### src/rtl/rsmul_pkg.sv
// Shared definitions for the rsmul sequential shift-and-add multiplier:
// FSM state encoding and an operand sign-extension helper.
package rsmul_pkg;

  localparam logic [1:0] S_IDLE = 2'd0;
  localparam logic [1:0] S_RUN  = 2'd1;
  localparam logic [1:0] S_DONE = 2'd2;

  // Widest operand the helper supports is EXT_W-1 bits.
  localparam int EXT_W = 65;

  // Replicate bit k-1 of v into every higher bit; callers keep bits [k:0].
  function automatic logic [EXT_W-1:0] sext_k1(input logic [EXT_W-2:0] v, input int k);
    logic [EXT_W-1:0] r;
    for (int i = 0; i < EXT_W; i++)
      r[i] = (i < k) ? v[i] : v[k-1];
    return r;
  endfunction

endpackage

### src/rtl/rsmul_step.sv
// One combinational multiplier iteration: conditional add (or subtract on the
// final signed step) of A into P, then a one-bit right shift of {P,Q}.
module rsmul_step
  import rsmul_pkg::*;
#(
  parameter int K = 8
) (
  input  logic [K:0]   p,
  input  logic [K-1:0] q,
  input  logic [K-1:0] a,
  input  logic         last,
  input  logic         tc,
  output logic [K:0]   p_next,
  output logic [K-1:0] q_next
);

  logic [EXT_W-1:0] a_wide;
  logic [K:0]       a_ext;
  logic [K:0]       addend;
  logic [K:0]       sum;
  logic             ext_unused;

  // Signed mode subtracts on the last step because the multiplier MSB has
  // negative weight; unsigned mode shifts the carry in without sign fill.
  always_comb begin
    a_wide = sext_k1((EXT_W-1)'(a), K);
    a_ext  = tc ? a_wide[K:0] : {1'b0, a};
    addend = '0;
    if (q[0])
      addend = (last && tc) ? -a_ext : a_ext;
    sum    = p + addend;
    p_next = {tc & sum[K], sum[K:1]};
    q_next = {sum[0], q[K-1:1]};
  end

  assign ext_unused = ^a_wide[EXT_W-1:K+1];

endmodule

### src/rtl/rsmul_seq_core.sv
// Sequential two's-complement multiplier, one multiplier bit per clock, with
// valid/ready on both sides. Define RSMUL_SIGN_SEL_EN to add the tc port.
module rsmul_seq_core
  import rsmul_pkg::*;
#(
  parameter  int K  = 8,
  localparam int CW = $clog2(K)
) (
  input  logic           clk,
  input  logic           rst,
  input  logic           in_valid,
  output logic           in_ready,
  input  logic [K-1:0]   a,
  input  logic [K-1:0]   b,
  output logic           out_valid,
  input  logic           out_ready,
  output logic [2*K-1:0] product,
  output logic           busy
`ifdef RSMUL_SIGN_SEL_EN
  ,
  input  logic           tc
`endif
);

  logic [1:0]    state;
  logic [1:0]    state_next;
  logic [K:0]    p_reg;
  logic [K-1:0]  q_reg;
  logic [K-1:0]  a_reg;
  logic [CW-1:0] cnt;
  logic          tc_reg;
  logic          last;
  logic          accept;
  logic [K:0]    p_step;
  logic [K-1:0]  q_step;

  assign last   = (cnt == CW'(K-1));
  assign accept = in_valid & in_ready;

  always_ff @(posedge clk or posedge rst) begin
    if (rst) state <= S_IDLE;
    else     state <= state_next;
  end

  always_comb begin
    state_next = state;
    case (state)
      S_IDLE:  if (in_valid)  state_next = S_RUN;
      S_RUN:   if (last)      state_next = S_DONE;
      S_DONE:  if (out_ready) state_next = S_IDLE;
      default:                state_next = S_IDLE;
    endcase
  end

  always_comb begin
    in_ready  = (state == S_IDLE);
    out_valid = (state == S_DONE);
    busy      = (state == S_RUN) || (state == S_DONE);
  end

`ifdef RSMUL_SIGN_SEL_EN
  always_ff @(posedge clk or posedge rst) begin
    if (rst)         tc_reg <= 1'b1;
    else if (accept) tc_reg <= tc;
  end
`else
  assign tc_reg = 1'b1;
`endif

  rsmul_step #(.K(K)) u_step (
    .p      (p_reg),
    .q      (q_reg),
    .a      (a_reg),
    .last   (last),
    .tc     (tc_reg),
    .p_next (p_step),
    .q_next (q_step)
  );

  // The load edge only captures operands; arithmetic starts on the next edge.
  // The counter parks at K-1 so it never wraps while waiting in DONE.
  always_ff @(posedge clk or posedge rst) begin
    if (rst) begin
      p_reg <= '0;
      q_reg <= '0;
      a_reg <= '0;
      cnt   <= '0;
    end else if (accept) begin
      p_reg <= '0;
      q_reg <= b;
      a_reg <= a;
      cnt   <= '0;
    end else if (state == S_RUN) begin
      p_reg <= p_step;
      q_reg <= q_step;
      if (!last) cnt <= cnt + CW'(1);
    end
  end

  assign product = {p_reg[K-1:0], q_reg};

endmodule
### config.mk
export PLATFORM = sky130hd
export DESIGN_NAME = rsmul_seq_core
export DESIGN_NICKNAME = d
export VERILOG_FILES = /design/src/rtl/rsmul_pkg.sv /design/src/rtl/rsmul_step.sv /design/src/rtl/rsmul_seq_core.sv
export SDC_FILE = /design/constraint.sdc
export NUM_CORES = 1
export LEC_CHECK = 0
export ABC_AREA = 0
export CAP_MARGIN = 30
export CORE_MARGIN = 3
export CORE_UTILIZATION = 51
export CTS_BUF_LIST = sky130_fd_sc_hd__clkbuf_16
export DETAILED_ROUTE_END_ITERATION = 6
export GPL_ROUTABILITY_DRIVEN = 1
export GPL_TIMING_DRIVEN = 0
export PLACE_DENSITY = 0.84
export SYNTH_ARGS = -nofsm -noshare
export SYNTH_HDL_FRONTEND = slang
export SYNTH_SLANG_ARGS = --single-unit
### constraint.sdc
create_clock -name clk -period 3.75 [get_ports clk]
set_input_delay 0.75 -clock clk [delete_from_list [all_inputs] [get_ports clk]]
set_output_delay 0.75 -clock clk [all_outputs]
set_load 0.02 [all_outputs]
==> results by stage <==
Final layout:
- The fraction of final layout cells with drive strength greater than 1 is 0.0532.
- The area added between synthesis and finish is 33.7%.
- After the last flow step, the layout net total stands at 297.
- The diode insertion count for antenna repair is 0.
- The final cell count without fillers is 309.

Logic synthesis:
- The net count after synthesis is 251.
- The unique cell type count in the Yosys netlist is 36.
- The number of synthesized register bits is 29.
- The most numerous cell in the Yosys netlist is nand2_1.
- Of the post-synthesis cell area, the dominant cell type holds 0.389.
- dfrtp_1 takes more of the synthesized area than any other cell.
- The share of the Yosys chip area taken by registers is 0.389.
- The most frequently used flop master after synthesis is dfrtp_1.
- After synthesis the cells add up to 1860 µm².
- In the post-synthesis netlist, the biggest area contributors are dfrtp_1 (39%), ha_1 (9.4%), nand2_1 (8.7%), mux2i_1 (7.0%), o21ai_0 (6.2%).
- The Yosys step of the flow raised 0 warnings.
- Counting flops with a built-in enable in the synthesized netlist gives 0.
- After synthesis, the share of flip-flops with an asynchronous set or reset is 1.00.
- The synthesized netlist cell count is around 220.
- A synthesized cell averages 8.63 µm².
- After synthesis, the most frequently instantiated cells are nand2_1 (43), dfrtp_1 (29), o21ai_0 (23), nor2_1 (15), ha_1 (14).

CTS:
- The number of resized instances in the post-cts repair step is 0.
- The number of buffers on the longest clock path is 2.
- Once the clock tree was built, the setup fixing pass inserted 0 buffers.
- The cts-stage hold buffer count is 0.
- The number of sinks driven by the clock tree is 29.
- TritonCTS built the clock tree.
- The number of buffers created by CTS is 5.
- The later pin in the worst-skew pair is clocked with a latency of 0.27 ns.
- The post-CTS clock slew at the launch and capture registers of the worst setup and hold paths is 0.05 ns.
- In this run the clock root is driven by a clkbuf_16.
- The maximum level of the CTS H-tree is 2.

Power:
- For this design the static power due to leakage is around 1.1 nW.
- The switching power as a share of total power is 0.408.
- The net switching power of the design is 0.864 mW.
- Dividing total power by cell area gives a power density of 850 nW/µm².
- Internal power comes to 1.25 mW.
- Of the total power, registers draw 0.279.
- The clock network power share is 0.211.
- The worst IR drop on VDD is 0.000487 V.
- The share of total power in combinational logic is 0.510.

Die:
- The area of the core is approximately 3400 µm².
- In this run the core area contains 21 standard-cell rows.
- The die is 66.5 µm wide.
- The die area is 4420 µm².
- The die extent in y is 66.5 µm.
- For this configuration, the core starts out at a cell density of 0.546.
- In this run the count of I/O pins placed on the die edge is 39.

STA:
- Of the available clock period, the critical path in the final layout requires 0.822.
- Between clock sinks in the finished design, the worst skew comes to around 0.0052 ns.
- The time the worst path needs with I/O delays and setup is 3.08 ns.
- The number of pins with negative max-slew slack in the final report was 0.
- Timing would allow up to between 0.3 and 0.4 GHz.
- In this run the tightest slew margin relative to its limit is 0.625.
- The count of endpoints failing hold in the final timing report is 0.
- The final-report setup violation count is 0.
- Setup repair after global routing left no endpoint under its margin.
- The transition at the pin with the smallest max-transition slack is about 0.56 ns.
- Setup total negative slack on the finished layout was measured at 0 ns.

Place:
- In this run, placement finished with an instance count of 301.
- The final RePlAce weighted congestion is 0.890.
- Buffers placed on the I/O ports in this run total 38.
- After legalization and detailed placement, the total HPWL measured 3210 µm.

Run:
- Max-cap violations in this run came to 0.

Hold path:
- The path type of the worst min-delay path is reg2reg.

Route:
- The initial detailed-routing violation count is 124.
- In the final routed layout, each cell accounts on average for 14.4 µm.
- After detailed routing, the number of remaining DRC violations is 0.
- The routed via count is between 1,500 and 2,000.
- For this run, the detailed router's first-pass iteration total came to 4.
- The average vias per placed instance is 5.33.
- The number of nets with antenna violations after routing is 0.
- The total wire length after detailed routing is 4470 µm.

GRT:
- Entering global routing, the biggest net connects 21 pins.
- The number of antenna violations at the first check in global routing is 0.
- The total overflow left after global routing is 0.
- In the global route stage, overall resource usage came out at 0.223.
- The number of global-route vias before repair is 1,618.
- The wire length of the first global-routing pass is 7360 µm.

Critical path:
- STA classifies the critical path startpoint as a flop.
- In this design, the critical path's most frequently occurring cell is ha_1.
- The maximum fanout along the worst path is 10.
- Walking the worst path, the cells encountered are ha_1 > ha_1 > clkbuf_1 > nand2b_1 > xnor2_1 > and2_1 > ha_1 > nor2b_1 > o31a_1 > o21ai_0 > mux2i_1 > mux2i_1.
- The arrival time of data at the critical path endpoint is ~3.3 ns.
- The worst setup path is of the reg2reg kind.
- The endpoint required time on the critical path is 3.95 ns.
- The category of the worst setup path capture point is a flop.
- The largest incremental delay on the critical path is 0.37 ns.
- The master of the slowest instance on the critical path is dfrtp_1.

Run status:
- The flow ran to the end, and the final reports show no timing, DRC or antenna violations.
power groups by stage:
| stage | clock network (mW) | registers, mW | logic (mW) |
|---|---|---|---|
| 3_3_place_gp | 0 | 0.582 | 1.03 |
| 3_5_place_dp | 0 | 0.592 | 1.07 |
| 5_1_grt | 0.462 | 0.610 | 1.20 |
| 2_1_floorplan | 0 | 0.651 | 0.644 |
| 4_1_cts | 0.449 | 0.590 | 1.09 |
| 6_report | 0.446 | 0.592 | 1.08 |
worst paths after layout:
path / start / slack [ns] / endpoint / cells past startpoint
min reg2reg: cnt[1]$_DFFE_PP0P_ / 0.56 / cnt[1]$_DFFE_PP0P_ / 2
max reg2reg: cnt[0]$_DFFE_PP0P_ / 0.67 / p_reg[7]$_DFFE_PP0P_ / 12
max: cnt[0]$_DFFE_PP0P_ / 0.67 / p_reg[7]$_DFFE_PP0P_ / 12
max in group asynchronous: rst / 2.49 / a_reg[6]$_DFFE_PP0P_ / 3
min in group asynchronous: rst / 0.79 / state[0]$_DFFE_PP0P_ / 2
min: cnt[1]$_DFFE_PP0P_ / 0.56 / cnt[1]$_DFFE_PP0P_ / 2
metrics by stage:
step           area, µm²  setup WS (ns)   util  power, mW  hold WS (ns)
2_1_floorplan       1860           1.08      -       1.30         0.490
3_3_place_gp        2300          0.792  0.674       1.62         0.510
3_5_place_dp        2330          0.733  0.682       1.66         0.553
4_1_cts             2490          0.697  0.730       2.12         0.569
5_1_grt             2490          0.423  0.730       2.27         0.591
6_report            2490          0.667  0.730       2.12         0.565
layout make-up:
cell class / count / area, µm²
timing repair buffer: 39 / 408
fill: 267 / 923
buffer: 10 / 38.8
clock inverter: 3 / 37.5
sequential: 29 / 726
tap: 46 / 57.6
inverter: 13 / 48.8
multi-input combinational: 164 / 1050
clock buffer: 5 / 125
cell usage in the layout (no fill, tap or decap), types with 2 or more instances in the layout:
master,count
o31a_1,2
nand2_1,43
o31ai_1,3
and2_1,5
nor3_1,3
clkbuf_16,5
o21ai_0,23
a21oi_1,9
nand2b_1,3
buf_1,2
nor2b_1,5
nor2_1,15
dfrtp_1,29
nor4b_1,2
clkdlybuf4s50_1,38
inv_1,14
clkbuf_1,7
mux2i_1,13
xnor2_1,5
ha_1,14
xor2_1,3
logic make-up after synthesis:
group	Yosys count	synth area share
adders and majority gates	15	0.105
AOI/OAI and AO/OA	44	0.142
xor gates and xnor gates	8	0.0376
muxes	13	0.0698
buffers and inverters	23	0.0470
DFF	29	0.389
and+or+nand+nor	84	0.210
layer usage:
layer	part of all wire	track usage
met2	0.50	0.390
met3	0.049	0.0540
met1	0.44	0.275
met5	0	0
met4	0.013	0.0533
critical path: cells and delay by family, from the launching register on:
family	cells	cell delay (ns)
compound gates	2	0.55
xor+xnor	1	0.14
mux	2	0.46
buf+inv	1	0.36
fa+ha+maj	3	0.65
flops	1	0.37
simple gates	3	0.48
(Power assumes the default switching activity.)
